--- src/rtl/gcd_if.sv ---
// Host-side handshake between the GCD wrapper and the controller:
// start/operands in, busy/done/result/iteration count out.
interface gcd_if #(
  parameter int W   = 4,
  parameter int ITW = 8
);
  logic           start;
  logic [W-1:0]   a_in;
  logic [W-1:0]   b_in;
  logic           busy;
  logic           done;
  logic [W-1:0]   result;
  logic [ITW-1:0] iter_count;

  modport master (
    output start, a_in, b_in,
    input  busy, done, result, iter_count
  );

  modport slave (
    input  start, a_in, b_in,
    output busy, done, result, iter_count
  );
endinterface

--- src/rtl/gcd_controller.sv ---
// Subtractive GCD sequencer driving an external 4-function ALU
// (00 a-b, 01 b-a, 10 a==b, 11 a>b) with a start/busy/done handshake.
module gcd_controller #(
  parameter int W   = 4,
  parameter int ITW = 8
) (
  input  logic         clk,
  input  logic         rst_n,
  gcd_if.slave         host,
  output logic [W-1:0] alu_a,
  output logic [W-1:0] alu_b,
  output logic [1:0]   alu_sel,
  output logic         alu_en,
  input  logic [W-1:0] alu_out
);

  typedef enum logic [2:0] {
    IDLE, ZCHK, CMP_EQ, CMP_GT, SUB_AB, SUB_BA, DONE
  } state_t;

  localparam logic [1:0] SEL_SUB_AB = 2'b00;
  localparam logic [1:0] SEL_SUB_BA = 2'b01;
  localparam logic [1:0] SEL_EQ     = 2'b10;
  localparam logic [1:0] SEL_GT     = 2'b11;

  state_t         state, nxt;
  logic [W-1:0]   ra, rb, result_q;
  logic [ITW-1:0] iter_q, iter_inc;
  logic           busy_q, done_q;
  logic [1:0]     nxt_sel;
  logic           nxt_en;

  // NOTE: every variable in an always_comb gets a default first, so no
  // path through the case can leave it unassigned and infer a latch.
  always_comb begin
    nxt = state;
    unique case (state)
      IDLE:           if (host.start) nxt = ZCHK;
      ZCHK:           nxt = (ra == '0 || rb == '0) ? DONE : CMP_EQ;
      CMP_EQ:         nxt = alu_out[0] ? DONE : CMP_GT;
      CMP_GT:         nxt = alu_out[0] ? SUB_AB : SUB_BA;
      SUB_AB, SUB_BA: nxt = CMP_EQ;
      DONE:           nxt = IDLE;
      default:        nxt = IDLE;
    endcase
  end

  // ALU controls are registered from the next state so they are valid
  // during the very cycle the FSM consumes alu_out.
  always_comb begin
    nxt_sel = SEL_SUB_AB;
    nxt_en  = 1'b0;
    unique case (nxt)
      CMP_EQ: begin nxt_sel = SEL_EQ;     nxt_en = 1'b1; end
      CMP_GT: begin nxt_sel = SEL_GT;     nxt_en = 1'b1; end
      SUB_AB: begin nxt_sel = SEL_SUB_AB; nxt_en = 1'b1; end
      SUB_BA: begin nxt_sel = SEL_SUB_BA; nxt_en = 1'b1; end
      default: ;
    endcase
  end

  assign iter_inc = (iter_q == '1) ? iter_q : iter_q + 1'b1;

  // NOTE: sequential state uses non-blocking assignments so every register
  // samples pre-edge values regardless of statement order.
  always_ff @(posedge clk or negedge rst_n) begin
    if (!rst_n) begin
      state    <= IDLE;
      ra       <= '0;
      rb       <= '0;
      result_q <= '0;
      iter_q   <= '0;
      busy_q   <= 1'b0;
      done_q   <= 1'b0;
      alu_en   <= 1'b0;
      alu_sel  <= SEL_SUB_AB;
    end else begin
      state   <= nxt;
      busy_q  <= (nxt != IDLE);
      done_q  <= (nxt == DONE);
      alu_en  <= nxt_en;
      alu_sel <= nxt_sel;
      unique case (state)
        IDLE: if (host.start) begin
          ra     <= host.a_in;
          rb     <= host.b_in;
          iter_q <= '0;
        end
        ZCHK: begin
          if (ra == '0)      result_q <= rb;
          else if (rb == '0) result_q <= ra;
        end
        CMP_EQ: if (alu_out[0]) result_q <= ra;
        SUB_AB: begin
          ra     <= alu_out;
          iter_q <= iter_inc;
        end
        SUB_BA: begin
          rb     <= alu_out;
          iter_q <= iter_inc;
        end
        default: ;
      endcase
    end
  end

  assign alu_a           = ra;
  assign alu_b           = rb;
  assign host.busy       = busy_q;
  assign host.done       = done_q;
  assign host.result     = result_q;
  assign host.iter_count = iter_q;

endmodule

--- src/flat_wrapper.sv ---
// flat-port wrapper written by rule: the top's interface ports become plain ports
module gcd_controller_flat 
#(
  parameter int W   = 4,
  parameter int ITW = 8
)
  (clk, rst_n, alu_a, alu_b, alu_sel, alu_en, alu_out, host_start, host_a_in, host_b_in, host_busy, host_done, host_result, host_iter_count);
  gcd_if #(.W(W), .ITW(ITW)) host_i ();
  input  logic clk;
  input  logic rst_n;
  output logic [W-1:0] alu_a;
  output logic [W-1:0] alu_b;
  output logic [1:0] alu_sel;
  output logic alu_en;
  input  logic [W-1:0] alu_out;
  input wire logic [$bits(host_i.start)-1:0] host_start;
  input wire logic [$bits(host_i.a_in)-1:0] host_a_in;
  input wire logic [$bits(host_i.b_in)-1:0] host_b_in;
  output wire logic [$bits(host_i.busy)-1:0] host_busy;
  output wire logic [$bits(host_i.done)-1:0] host_done;
  output wire logic [$bits(host_i.result)-1:0] host_result;
  output wire logic [$bits(host_i.iter_count)-1:0] host_iter_count;
  assign host_i.start = host_start;
  assign host_i.a_in = host_a_in;
  assign host_i.b_in = host_b_in;
  assign host_busy = host_i.busy;
  assign host_done = host_i.done;
  assign host_result = host_i.result;
  assign host_iter_count = host_i.iter_count;
  gcd_controller #(.W(W), .ITW(ITW)) u_core (.clk(clk), .rst_n(rst_n), .host(host_i), .alu_a(alu_a), .alu_b(alu_b), .alu_sel(alu_sel), .alu_en(alu_en), .alu_out(alu_out));
endmodule
--- config.mk ---
export PLATFORM = sky130hd
export DESIGN_NAME = gcd_controller_flat
export DESIGN_NICKNAME = d
export VERILOG_FILES = /design/src/rtl/gcd_if.sv /design/src/rtl/gcd_controller.sv /design/src/flat_wrapper.sv
export SDC_FILE = /design/constraint.sdc
export NUM_CORES = 1
export LEC_CHECK = 0
export CAP_MARGIN = 25
export CORE_AREA = 2 2 70 46
export CTS_CLUSTER_DIAMETER = 80
export DETAILED_ROUTE_END_ITERATION = 16
export DIE_AREA = 0 0 72 48
export PLACE_DENSITY_LB_ADDON = 0.15
export SLEW_MARGIN = 0
export SYNTH_ARGS = -nofsm -noshare
export SYNTH_HDL_FRONTEND = slang
export SYNTH_SLANG_ARGS = --single-unit
--- constraint.sdc ---
create_clock -name clk -period 2.6 [get_ports clk]
set_input_delay 0.26 -clock clk [delete_from_list [all_inputs] [get_ports clk]]
set_output_delay 0.26 -clock clk [all_outputs]
set_load 0.01 [all_outputs]
==> results.cfg, run 1 <==
[yosys]
syn-cell-area_sq_mm = 0.00135
ys_top_cells_by_area = dfrtp_1 52%, mux2i_1 5.9%, nand2_1 5.6%
yosysWarnings = 0
netlist_instances = 136
synth_top_area_cell = dfrtp_1
ys_types = 32
synth_edf_count = 0
async_flop_share = 1.00
ys_seq_area_frac = 0.520
synth-seq-cells = 28
synth_ff_type = dfrtp_1
yosys.area.top_type_share = 0.520
syn-num-nets = 152
syn_area_per_cell_sq_um = 9.90

[global_route]
grtUsageTotal = 0.202
antenna_found_initial = 0
first_global_vias = 1071
grt_pass1_wl_um = 5180
grt_overflow_total = 0
grt_max_degree = 29

[power]
p_sw_frac = 0.384
leakagePower_nw = 0.788
switchingPower_mw = 0.775
p_int_mw = 1.25
pwr-share-comb = 0.456
pwr-share-clk = 0.131
ir_drop_mv = 0.523
power_frac_seq = 0.412
powerDensity_mw_per_mm2 = 1110

[setup_path]
crit_type = reg2reg
crit_path_end_kind = flip-flop
worst_setup_path_start_kind = flip-flop
rr_worst_depth = 4
crit_required_ps = 2770
critPathLaunch = u_core.state[2]$_DFF_PN0_
r2r-start = u_core.state[2]$_DFF_PN0_
r2r_slack_ps = 550
worstReg2RegEnd = u_core.host.iter_count[3]$_DFFE_PN0P_
crit_end = u_core.host.iter_count[3]$_DFFE_PN0P_
cp_max_fo = 15
critPathArrivalTime_ps = 2210

[timing]
grt_setup_unrepaired = no
maxSlewViolCount = 0
hold_viol_final = 0
fin_skew_ps = 3.87
hold_ws_ps = 352
clock.fmax_ghz = 0.489
timing.final.crit_period_ps = 2050
tightest_slew_ps = 516
post-route-period-util = 0.787
slew_headroom = 0.651
setup_viol = 0
fin_tns_setup_ps = 0

[clock_tree]
postCtsHoldBufs = 0
cts_resized = 0
clk_latency_ps = 270
path_clk_slew_ps = 90
cts_root_buffer = clkbuf_8
cts.htree.levels = 1
cts_buffer_depth = 2
cts_buffers = 3
cts_setup_buffers = 0
cts_sinks = 28
cts_tree = done

[die]
num_rows = 15
die_x_um = 72
coreArea_sq_mm = 0.00276
dieArea_sq_mm = 0.00346
dieHeight_um = 48
ios = 40
initial_utilization = 0.488

[finish]
layout_commonest_cell = clkdlybuf4s50_1
final_cell_mix = 39 x clkdlybuf4s50_1, 28 x dfrtp_1, 20 x nand2_1
fin_nets = 191
final_cells = 208
diodes = 0
fill_cells = 209
drive_gt1_frac = 0.0575
synthToLayoutAreaGrowth_pct = 34.9
final_core_util = 0.659

[routing]
avgRoutedWirePerCell_um = 15.3
final_antenna_net_count = 0
vias = 1177
detail_route.vias_per_cell = 5.66
wl_um = 3190
drt_iter0_drc = 92
dr.pass1.iters = 4
drc = 0

[placement]
io_buffers = 39
gp_congestion = 0.894
dp_hpwl_um = 2420
dp.cells = 204

[min_path]
hp-class = in2async

[flow_run]
drv_cap = 0

[run_status]
outcome = completed
[cell usage after synthesis (all sizes together), types with 3 or more instances]
| cell type | count |
|---|---|
| and2 | 3 |
| o21ai | 7 |
| nor2 | 13 |
| a31oi | 5 |
| mux2i | 8 |
| clkbuf | 4 |
| a21oi | 8 |
| nor3 | 5 |
| dfrtp | 28 |
| inv | 6 |
| nand2 | 20 |
| nand3 | 3 |
[power by group through the flow]
stage	Sequential, mW	Clock [mW]	Combinational (mW)
2_1_floorplan	0.815	0	0.499
3_3_place_gp	0.822	0	0.906
3_5_place_dp	0.842	0	0.925
4_1_cts	0.835	0.271	0.931
5_1_grt	0.864	0.289	1.01
6_report	0.833	0.265	0.922
[worst min-delay path by stage]
stage / to / start / slack (ps)
floorplan: u_core.alu_a[0]$_DFFE_PN0P_ / rst_n / -40
global placement: u_core.host.result[3]$_DFFE_PN0P_ / u_core.host.result[3]$_DFFE_PN0P_ / 510
detailed placement: u_core.host.result[0]$_DFFE_PN0P_ / u_core.host.result[0]$_DFFE_PN0P_ / 520
CTS: u_core.host.iter_count[2]$_DFFE_PN0P_ / rst_n / 360
global route: u_core.host.iter_count[2]$_DFFE_PN0P_ / rst_n / 390
finish: u_core.host.iter_count[2]$_DFFE_PN0P_ / rst_n / 350
[flip-flops by register name (all words and copies together), names as in the netlist]
| name | flops |
|---|---|
| u_core.alu_a | 4 |
| u_core.host.result | 4 |
| u_core.alu_b | 4 |
| u_core.state | 3 |
| u_core.host.iter_count | 8 |
| u_core.alu_sel | 2 |
| u_core.alu_en | 1 |
| u_core.host.busy | 1 |
| u_core.host.done | 1 |
[metrics by stage]
step | cell area, sq um | total power [mW] | setup WS (ps)
after floorplan | 1350 | 1.31 | 841
final | 1820 | 2.02 | 553
after global routing | 1820 | 2.16 | 356
after CTS | 1820 | 2.04 | 544
after global placement | 1760 | 1.73 | 705
after detailed placement | 1760 | 1.77 | 548
[logic make-up after synthesis]
family	after synthesis	synth area share
adders and majority gates	1	0.00929
DFF	28	0.520
xor gates and xnor gates	1	0.00651
buffers and inverters	12	0.0353
and+or+nand+nor	51	0.172
AOI/OAI and AO/OA	34	0.189
muxes	9	0.0678
[routing by layer]
metal / GRT usage / wire length (um) / vias up / part of all wire
met5: 0 / 0 / - / 0
met4: 0.0566 / 28 / 0 / 0.0088
met3: 0.0568 / 175 / 2 / 0.055
met2: 0.313 / 1430 / 42 / 0.45
met1: 0.283 / 1550 / 575 / 0.49
li1: - / - / 558 / -
[critical path, cell delays in order (launching register included)]
cell	delay, ps
dfrtp_1	660
nand2b_1	320
a41oi_1	510
nor2_1	140
a211o_1	310
[layout make-up]
cell class                 instances  area (sq um)  area share
multi-input combinational         96           598       0.329
inverter                           6          22.5      0.0124
timing repair buffer              40           398       0.219
tap                               34          42.5      0.0234
sequential                        28           701       0.386
clock buffer                       4          55.1      0.0303
Power figures use the tool's default switching activity.
==> inputs of run 2 (changes only) <==
--- a/config.mk
+++ b/config.mk
@@ -6,10 +6,10 @@
 export NUM_CORES = 1
 export LEC_CHECK = 0
 export CAP_MARGIN = 25
-export CORE_AREA = 2 2 70 46
+export CORE_AREA = 2 2 73 47
 export CTS_CLUSTER_DIAMETER = 80
 export DETAILED_ROUTE_END_ITERATION = 16
-export DIE_AREA = 0 0 72 48
+export DIE_AREA = 0 0 75 49
 export PLACE_DENSITY_LB_ADDON = 0.15
 export SLEW_MARGIN = 0
 export SYNTH_ARGS = -nofsm -noshare
==> constraint.sdc (replaced) <==
create_clock -name clk -period 1.9 [get_ports clk]
set_input_delay 0.19 -clock clk [delete_from_list [all_inputs] [get_ports clk]]
set_output_delay 0.19 -clock clk [all_outputs]
set_load 0.01 [all_outputs]
==> run 2 against run 1 <==
Effect of this change:
- hold slack lost 78 ps
- routed wire length grew 0.94%
- maximum frequency grew 12%
- clock skew grew 7.4 ps
- critical endpoint is now u_core.host.result[3]$_DFFE_PN0P_
- critical path depth is the same
- flip-flop and latch count is the same
- global-route usage shrank 0.57 points
- count of clock-buffer cells in the layout shrank 1
- register-to-register slack lost 480 ps
==> results.cfg, run 2 (synthesis gave the netlist of run 1 again) <==
[die]
initial_utilization = 0.440
ios = 40
dieHeight_um = 49
coreArea_sq_mm = 0.00306
dieArea_sq_mm = 0.00368
die_x_um = 75
num_rows = 16

[clock_tree]
cts_resized = 0
cts_sinks = 28
cts.htree.levels = 1
path_clk_slew_ps = 100
cts_buffers = 3
cts_root_buffer = clkbuf_8
postCtsHoldBufs = 0
cts_tree = done
clk_latency_ps = 280
cts_buffer_depth = 2
cts_setup_buffers = 0

[setup_path]
crit_path_end_kind = flip-flop
crit_type = reg2reg
worst_setup_path_start_kind = flip-flop
crit_required_ps = 2110
cp_max_fo = 5
r2r_slack_ps = 70
critPathArrivalTime_ps = 2030

[placement]
dp_hpwl_um = 2410
dp.cells = 223
placed_cell_area_sq_mm = 0.00184
gp_congestion = 0.905
io_buffers = 39
pre_cts_slack_ps = 68.5

[global_route]
antenna_found_initial = 0
grt_overflow_total = 0
grt_max_degree = 29
grtUsageTotal = 0.196
first_global_vias = 1156
grt_pass1_wl_um = 5610

[routing]
drt_iter0_drc = 58
drc = 0
detail_route.vias_per_cell = 5.15
final_antenna_net_count = 0
wl_um = 3220
vias = 1168
dr.pass1.iters = 4
avgRoutedWirePerCell_um = 14.2

[timing]
maxSlewViolCount = 0
timing.final.crit_period_ps = 1830
clock.fmax_ghz = 0.547
hold_viol_final = 0
setup_viol = 0
post-route-period-util = 0.962
finalWorstSetupSlack_ps = 72.6
fin_skew_ps = 11.3
tightest_slew_ps = 485
slew_headroom = 0.676
grt_setup_unrepaired = no
fin_tns_setup_ps = 0

[power]
leakagePower_nw = 0.834
powerDensity_mw_per_mm2 = 1570
ir_drop_mv = 0.847

[finish]
final_core_util = 0.623
layout_commonest_cell = clkdlybuf4s50_1
diodes = 0
largest_reg_flops = 8
drive_gt1_frac = 0.0989
fin_nets = 199
stdcell_area_sq_mm = 0.00191
final_cell_mix = 39 x clkdlybuf4s50_1, 28 x dfrtp_1, 20 x nand2_1
synthToLayoutAreaGrowth_pct = 41.6
final_cells = 227

[flow_run]
drv_cap = 0

[min_path]
hp-class = in2async

[run_status]
outcome = completed
## run 2: path summary, 6_finish.rpt
check,to,cells past startpoint,startpoint
min reg2reg,u_core.host.result[0]$_DFFE_PN0P_,2,u_core.host.result[0]$_DFFE_PN0P_
max in group asynchronous,u_core.alu_a[0]$_DFFE_PN0P_,2,rst_n
min in group clk,u_core.alu_b[1]$_DFFE_PN0P_,3,host_b_in[1]
max reg2reg,u_core.host.result[3]$_DFFE_PN0P_,4,u_core.alu_a[0]$_DFFE_PN0P_
max,u_core.host.result[3]$_DFFE_PN0P_,4,u_core.alu_a[0]$_DFFE_PN0P_
min,u_core.host.iter_count[5]$_DFFE_PN0P_,2,rst_n
## run 2: power by group
group | internal [mW] | switching (mW)
sequential | 0.838 | 0.207
clock | 0.282 | 0.189
combinational | 0.772 | 0.699
## run 2: per-layer routing
metal / global-route usage / routed length [um] / vias to the layer above
met5: 0 / 0 / -
met4: 0.0179 / 4 / 0
met3: 0.0455 / 176 / 2
met2: 0.276 / 1380 / 38
met1: 0.317 / 1660 / 551
li1: - / - / 577
## run 2: worst max-delay path: stages, from the launching register on
cell,delay (ps)
dfrtp_1,420
or4_4,530
o41a_4,150
o41ai_4,420
mux2i_1,250
## run 2: metrics by stage
stage                     hold WS, ps  total power [mW]
final                             274              2.99
after global routing              313              3.18
after CTS                         291              3.00
after detailed placement          523              2.52
after global placement            509              2.49
after floorplan                  -106              1.80
## run 2: layout make-up
cell class,count,area (sq um)
Sequential cell,28,701
Tap cell,45,56.3
Timing Repair Buffer,48,458
Inverter,6,22.5
Clock inverter,1,30.0
Clock buffer,3,41.3
Fill cell,253,1160
Multi-Input combinational cell,96,598
==> inputs of run 3 (changes only) <==
--- a/config.mk
+++ b/config.mk
@@ -10,7 +10,7 @@
 export CTS_CLUSTER_DIAMETER = 80
 export DETAILED_ROUTE_END_ITERATION = 16
 export DIE_AREA = 0 0 75 49
-export PLACE_DENSITY_LB_ADDON = 0.15
+export PLACE_DENSITY = 0.77
 export SLEW_MARGIN = 0
 export SYNTH_ARGS = -nofsm -noshare
 export SYNTH_HDL_FRONTEND = slang
==> run 3 against run 2 <==
Effect of this change:
- first-iteration DRC count up 43%
- critical path depth is 1 higher
- total power shrank 1.9%
- critical path type unchanged
- largest cell class unchanged
==> results.cfg, run 3 (synthesis gave the netlist of run 1 again) <==
[setup_path]
crit_path_end_kind = flip-flop
critPathArrivalTime_ps = 1980
r2r-start = u_core.alu_a[1]$_DFFE_PN0P_
rr_worst_depth = 5
worstReg2RegEnd = u_core.host.result[2]$_DFFE_PN0P_
cp_max_fo = 5
crit_required_ps = 2090
crit_type = reg2reg
worst_setup_path_start_kind = flip-flop
slowest_stage = or4_4
r2r_slack_ps = 110
critPathLaunch = u_core.alu_a[1]$_DFFE_PN0P_
cpPeakStageDelay_ps = 550
worstPathCellList = or4_4 > o41a_4 > o41ai_4 > buf_6 > mux2i_2

[clock_tree]
cts_buffers = 3
cts_root_buffer = clkbuf_8
path_clk_slew_ps = 100
cts_sinks = 28
cts_buffer_depth = 2
clk_latency_ps = 280
cts.htree.levels = 1
cts_tree = done

[timing]
fin_tns_setup_ps = 0
timing.final.crit_period_ps = 1790
post-route-period-util = 0.942
clock.fmax_ghz = 0.559
slew_headroom = 0.718
setup_viol = 0
maxSlewViolCount = 0
tightest_slew_ps = 421
grt_setup_unrepaired = no
fin_skew_ps = 7.55
hold_viol_final = 0

[finish]
largest_reg_flops = 8
layout_commonest_cell = clkdlybuf4s50_1
fin_nets = 201
drive_gt1_frac = 0.120
fill_cells = 263
diodes = 0
synthToLayoutAreaGrowth_pct = 42.7
final_cell_mix = 39 x clkdlybuf4s50_1, 28 x dfrtp_1, 20 x nand2_1

[routing]
drc = 0
avgRoutedWirePerCell_um = 14.3
final_antenna_net_count = 0
detail_route.vias_per_cell = 5.25
dr.pass1.iters = 4
vias = 1203
drt_iter0_drc = 83
wl_um = 3280

[placement]
gp_congestion = 0.818
dp_hpwl_um = 2400
io_buffers = 39

[power]
powerDensity_mw_per_mm2 = 1530
ir_drop_mv = 0.677
finalPower_mw = 2.93
leakagePower_nw = 0.841

[global_route]
grt_pass1_wl_um = 5460
grtUsageTotal = 0.197
antenna_found_initial = 0
grt_overflow_total = 0
grt_max_degree = 29
first_global_vias = 1152

[min_path]
hp-class = in2async

[run_status]
outcome = completed

[die]
ios = 40
dieArea_sq_mm = 0.00368
initial_utilization = 0.440
coreArea_sq_mm = 0.00306
die_x_um = 75
num_rows = 16
dieHeight_um = 49

[flow_run]
drv_cap = 0
-- run 3: critical path, delay by kind of cell, from the launching register on --
family,cells,cell delay [ps]
AOI/OAI and AO/OA,2,360
buffers and inverters,1,170
DFF,1,390
muxes,1,230
and+or+nand+nor,1,550
-- run 3: per-layer routing --
metal | track usage | wire length (um) | up-vias
met1 | 0.274 | 1500 | 580
li1 | - | - | 577
met4 | 0.0565 | 48 | 0
met3 | 0.0517 | 194 | 6
met5 | 0 | 0 | -
met2 | 0.303 | 1540 | 40
-- run 3: stage by stage --
step / setup WS (ps) / hold slack [ps] / instances / area, sq um / util
final: 111 / 273 / 229 / 1920 / 0.627
after global routing: 62.1 / 299 / 229 / 1920 / 0.627
after CTS: 7.54 / 289 / 228 / 1900 / 0.621
after detailed placement: -43.1 / 512 / 221 / 1820 / 0.594
after global placement: 133 / 506 / 221 / 1820 / 0.594
after floorplan: 141 / -106 / 136 / 1350 / -
-- run 3: area by class of cell --
class,instances,area (sq um),share of cell area
inverters,6,22.5,0.0117
multi-input cells,96,609,0.317
flip-flops and latches,28,701,0.365
clock buffers,4,55.1,0.0287
repair buffers,50,477,0.248
well taps,45,56.3,0.0293
-- run 3: worst max-delay path by stage --
stage                                              to  cells after the start  slack [ps]
CTS                 u_core.host.result[2]$_DFFE_PN0P_                      5           8
global route        u_core.host.result[2]$_DFFE_PN0P_                      5          60
floorplan           u_core.host.result[0]$_DFFE_PN0P_                      4         140
global placement    u_core.host.result[2]$_DFFE_PN0P_                      4         130
detailed placement  u_core.host.result[2]$_DFFE_PN0P_                      4         -40
finish              u_core.host.result[2]$_DFFE_PN0P_                      5         110
-- run 3: power by group --
part,switching [mW],internal [mW]
clock,0.189,0.186
sequential,0.217,0.838
combinational,0.696,0.806
-- run 3: repair_timing --
| action | CTS | global route |
|---|---|---|
| buffers inserted | 3 | 1 |
| hold buffers | 0 | 0 |
| pin swaps | 1 | 1 |
| setup endpoints to repair | 1 | 2 |
| gates resized for setup | 1 | 2 |
==> edit 1, RTL diff (flow settings as in run 1) <==
Register the output `alu_a` once more, without a reset; this adds one clock of latency there. The other outputs are not delayed to match.
--- a/src/rtl/gcd_controller.sv
+++ b/src/rtl/gcd_controller.sv
@@ -106,3 +106,5 @@
 
-  assign alu_a           = ra;
+  always_ff @(posedge clk) begin
+    alu_a <= ra;
+  end
   assign alu_b           = rb;
Behaviour: not the same (Yosys sat finds a counterexample within 4 cycles, from zero or initial values and one cycle with rst_n low).
==> edit 1 against run 1 <==
  * Worst setup slack better by 0.24 ns
  * First-iteration DRC count up 30%
  * Clock skew about the same
  * Non-clock buffer count unchanged
  * Critical endpoint is now u_core.host.iter_count[5]$_DFFE_PN0P_
  * Combinational power down 5.4%
  * Total power up 8.0%
  * Routed wire length up 5.5%
  * Hold slack better by 0.011 ns
  * Count of clock-buffer cells in the layout up 4
  * Design area up 3.7%
  * Area after synthesis up 4.1%
  * Sequential cell count up 4
  * Core utilization up 2.4 points
==> edit 1: results (changes against run 1) <==
Result of the run: complete, no violations (unchanged). The number of unique standard cell types used by synthesis is 33 (was 32). The net count after synthesis is 161 (was 152). The overall routing resource usage is 21.8% (was 20.2%). The weighted congestion at the end of routability-driven global placement is 0.845 (was 0.894). The final worst clock skew came out at 0.00431 ns (was 0.00387 ns). The share of synthesized registers carrying an async set or reset was 87.5% (was 100%).

The leakage power figure came to 0.000800 uW (was 0.000788 uW). The wire length of the first global-routing pass came out at 5420 um (was 5180 um). The average vias per placed instance is 5.68 (was 5.66). The setup slack of the worst register-to-register path is 0.79 ns (was 0.55 ns). The met1 usage in global routing is 30.4% (was 28.3%). The fraction of layout instances using a drive strength above 1 came out at 5.38% (was 5.75%). The delay contributed by the slowest stage of the critical path came out at 0.56 ns (was 0.66 ns). The data arrival at the endpoint of the critical path is 1.98 ns (was 2.21 ns). The met2 track demand over resource in global routing came to 32.8% (was 31.3%). The HPWL after detailed placement came out at 2450 um (was 2420 um). The detail-routed net length per standard cell came out at 15.3 um (about the same). The H-tree level count came out at 2 (was 1). The proportion of synthesized chip area in sequential cells is 55.7% (was 52.0%). The register clock-pin slew on the reported worst setup and hold paths came out at 0.06 ns (was 0.09 ns).

The total CTS buffers came out at 5 (was 3). The buffer type at the clock tree root is clkbuf_8 (unchanged). The maximum vdd drop is 0.000675 V (was 0.000523 V). The maximum fanout along the worst path came out at 14 (was 15). Biggest area contributors in the synthesized netlist: dfrtp_1 50%, nor2_1 6.7%, dfxtp_1 5.7%, o22ai_1 4.9%, nand2_1 2.9% (was dfrtp_1 52%, mux2i_1 5.9%, nand2_1 5.6%, nor2_1 3.6%, a21oi_1 3.0%). The met3 track demand over resource in global routing is 6.74% (was 5.68%). The count of nets after finishing came out at 201 (was 191). The via count of the first global-routing pass came out at 1,096 (was 1,071). The slew at the pin with the worst max-slew slack came out at 0.571 ns (was 0.516 ns). The filler cell count came out at 225 (was 209). Top cells by count, synth: 28 x dfrtp_1, 25 x nor2_1, 11 x nand2_1, 11 x o22ai_1, 7 x nand3_1 (was 28 x dfrtp_1, 20 x nand2_1, 13 x nor2_1, 8 x a21oi_1, 8 x mux2i_1).
[edit 1: cell types whose count changed in the layout (fill, tap and decap cells not counted), sizes merged, moves of 3 or more]
cell    change
mux2i       -7
nand3       +4
dfxtp       +4
a31oi       -4
o21ai       +5
o22ai       +9
nand2       -9
nor2       +12
nor4        +3
clkbuf      +4
inv         -3
[edit 1: path summary, 6_finish.rpt]
| check | from | end | cells past startpoint |
|---|---|---|---|
| min | rst_n | u_core.host.result[2]$_DFFE_PN0P_ | 2 |
| min reg2reg | u_core.ra[0]$_DFFE_PN0P_ | u_core.alu_a[0]$_DFF_P_ | 0 |
| max | u_core.state[2]$_DFF_PN0_ | u_core.host.iter_count[5]$_DFFE_PN0P_ | 4 |
| max in group asynchronous | rst_n | u_core.alu_b[2]$_DFFE_PN0P_ | 2 |
| max reg2reg | u_core.state[2]$_DFF_PN0_ | u_core.host.iter_count[5]$_DFFE_PN0P_ | 4 |
| min in group clk | u_core.ra[0]$_DFFE_PN0P_ | u_core.alu_a[0]$_DFF_P_ | 0 |
[edit 1: through the flow]
step	hold WS [ns]	cell area [um^2]	setup slack (ns)	power, uW	instances
6_report	0.363	1880	0.792	2180	220
5_1_grt	0.412	1880	0.625	2340	220
4_1_cts	0.371	1880	0.818	2190	220
2_1_floorplan	-0.0356	1400	1.03	1380	145
3_5_place_dp	0.444	1790	0.824	1800	212
3_3_place_gp	0.424	1790	0.851	1770	212
[edit 1: power breakdown]
| part | internal, uW | switching (uW) | total, uW |
|---|---|---|---|
| clock network | 216 | 174 | 389 |
| registers | 702 | 218 | 920 |
| logic | 458 | 414 | 872 |
[edit 1: cells by family (layout without fill, tap and decap cells)]
family,count (synthesis),in the layout,share of synthesized area (%)
and+or+nand+nor,60,60,20.0
AOI/OAI and AO/OA,40,40,17.8
DFF,32,32,55.7
buffers and inverters,10,51,4.29
adders and majority gates,1,1,0.893
xor gates and xnor gates,1,1,0.625
muxes,1,1,0.714
[edit 1: critical path: cells and delay by family (launching register included)]
family / cells / cell delay (ns)
flip-flops: 1 / 0.56
AND/OR/NAND/NOR: 1 / 0.49
AO/OA/AOI/OAI: 3 / 0.65
[edit 1: final cells by class]
type / instances / area, um^2 / area share, %
sequential: 32 / 781 / 41.5
inverter: 3 / 11.3 / 0.598
tap: 34 / 42.5 / 2.26
clock buffer: 8 / 90.1 / 4.78
multi-input combinational: 103 / 561 / 29.8
timing repair buffer: 40 / 398 / 21.1
[edit 1: routing by layer]
| layer | vias up | wire length, um |
|---|---|---|
| met3 | 6 | 270 |
| li1 | 596 | - |
| met5 | - | 0 |
| met4 | 0 | 26 |
| met1 | 584 | 1560 |
| met2 | 64 | 1500 |
==> edit 2, RTL diff (flow settings as in run 1) <==
Made on the original files. `ITW` is set to 8 in 3 places; all go to 9.
--- a/src/rtl/gcd_if.sv
+++ b/src/rtl/gcd_if.sv
@@ -4,3 +4,3 @@
   parameter int W   = 4,
-  parameter int ITW = 8
+  parameter int ITW = 9
 );
--- a/src/rtl/gcd_controller.sv
+++ b/src/rtl/gcd_controller.sv
@@ -4,3 +4,3 @@
   parameter int W   = 4,
-  parameter int ITW = 8
+  parameter int ITW = 9
 ) (
--- a/src/flat_wrapper.sv
+++ b/src/flat_wrapper.sv
@@ -4,3 +4,3 @@
   parameter int W   = 4,
-  parameter int ITW = 8
+  parameter int ITW = 9
 )
Ports: changed (resized host_iter_count); port bits go from 40 to 41. No check against the original RTL was run, so the function may have changed too.
==> edit 2 against run 1 <==
  * Sequential power grew 6.1%
  * Hold slack improved by 0.0020 ns
  * Routed wire length up 2.7%
  * Largest power group unchanged
  * Sequential cell count increased by 1
  * Area after synthesis up 4.8%
  * Worst setup slack worse by 0.083 ns
  * Critical path depth rose by 4
  * Die area is the same
  * Total power grew 9.5%
  * Via count up 5.3%
  * Core utilization is 4.0 points higher
  * Design area grew 6.1%
==> edit 2: results (changes against run 1) <==
The number of buffers outside the clock class in the layout is 43 (was 40). The via count of the first global-routing pass is 1,123 (was 1,071). The flip-flop count of the largest register, all copies and words added is 9 (was 8). The total CTS buffers is 5 (was 3). The initial DRC count is 79 (was 92). The critical-path cell with the highest stage delay was or3b_2 (was dfrtp_1). The number of unique standard cell types used by synthesis is 31 (was 32). The total power was 2210 uW (was 2020 uW). The maximum fanout along the worst path was 6 (was 15). The wire length of the first global-routing pass was 5360 um (was 5180 um). The proportion of cell area occupied by multi-input gates is 32.7% (was 32.9%). The critical path startpoint is u_core.host.iter_count[0]$_DFFE_PN0P_ (was u_core.state[2]$_DFF_PN0_). The setup slack of the worst register-to-register path was 0.47 ns (was 0.55 ns). The placement-stage cell area was 1850 um^2 (was 1760 um^2). The delay contributed by the slowest stage of the critical path is 0.52 ns (was 0.66 ns). The overall routing resource usage is 21.7% (was 20.2%). Result of the run: complete, no violations (unchanged).

The HPWL after detailed placement is 2340 um (was 2420 um). The proportion of synthesized chip area in sequential cells came out at 51.4% (was 52.0%). The maximum number of pins on one net before global-route repair is 30 (was 29).

The proportion of final cell area spent on non-clock buffers came out at 21.9% (about the same). The worst hold slack is 0.354 ns (was 0.352 ns). The share of the final layout cell area in sequential cells came out at 37.7% (was 38.6%). The synthesized area divided by synthesized cell count came to 9.67 um^2 (was 9.90 um^2).

The net count after synthesis is 163 (was 152). The number of non-filler instances in the completed layout came out at 223 (was 208). The filler cell count is 207 (was 209). The worst setup path endpoint is u_core.host.iter_count[5]$_DFFE_PN0P_ (was u_core.host.iter_count[3]$_DFFE_PN0P_).

The final critical-path required period is 2.13 ns (was 2.05 ns). Top cells by count, synth: 29 x dfrtp_1, 20 x nand2_1, 14 x nor2_1, 12 x o21ai_0, 9 x a21oi_1 (was 28 x dfrtp_1, 20 x nand2_1, 13 x nor2_1, 8 x a21oi_1, 8 x mux2i_1). The count of inverters other than clock inverters in the layout came out at 7 (was 6). The final worst clock skew is 0.00364 ns (was 0.00387 ns). The total sequential power came out at 884 uW (was 833 uW). The fraction of layout instances using a drive strength above 1 was 7.41% (was 5.75%). The data arrival at the endpoint of the critical path is 2.30 ns (was 2.21 ns). The switching share of power is 38.8% (was 38.4%). The cell area after synthesis came to 1410 um^2 (was 1350 um^2). The count of nets after finishing came to 205 (was 191). The post-layout utilization of the core came out at 69.8% (was 65.9%). The path depth of the worst reg2reg path is 8 (was 4). The area fraction of clock buffers and clock inverters is 4.16% (was 3.03%). The pre-CTS worst setup slack is 0.483 ns (was 0.548 ns).
==> edit 2: cell types whose count changed in the layout (fill, tap and decap cells not counted), sizes merged, moves of 3 or more <==
cell,delta
and2,-3
clkbuf,+4
nand3,+3
nand4,+3
o21ai,+5
==> edit 2: logic make-up (layout without fill, tap and decap cells) <==
logic type	after synthesis	in the layout	synth area share (%)
and+or+nand+nor	56	56	19.0
AOI/OAI and AO/OA	34	34	16.6
DFF	29	29	51.4
buffers and inverters	15	58	4.43
muxes	7	7	4.96
xor gates and xnor gates	3	3	1.86
adders and majority gates	2	2	1.77
==> edit 2: worst max-delay path, delay by kind of cell, from the launching register on <==
kind / cells / cell delay, ns
adder cells (fa/ha/maj): 2 / 0.48
XOR/XNOR: 1 / 0.14
flip-flops: 1 / 0.42
AND/OR/NAND/NOR: 5 / 0.97
==> edit 2: metal layers <==
layer  up-vias  track usage [%]  wire length, um
li1        602                -                -
met1       587             30.5             1600
met2        42             30.4             1400
met3         8             5.68              199
met4         0             13.6               73
met5         -                0                0
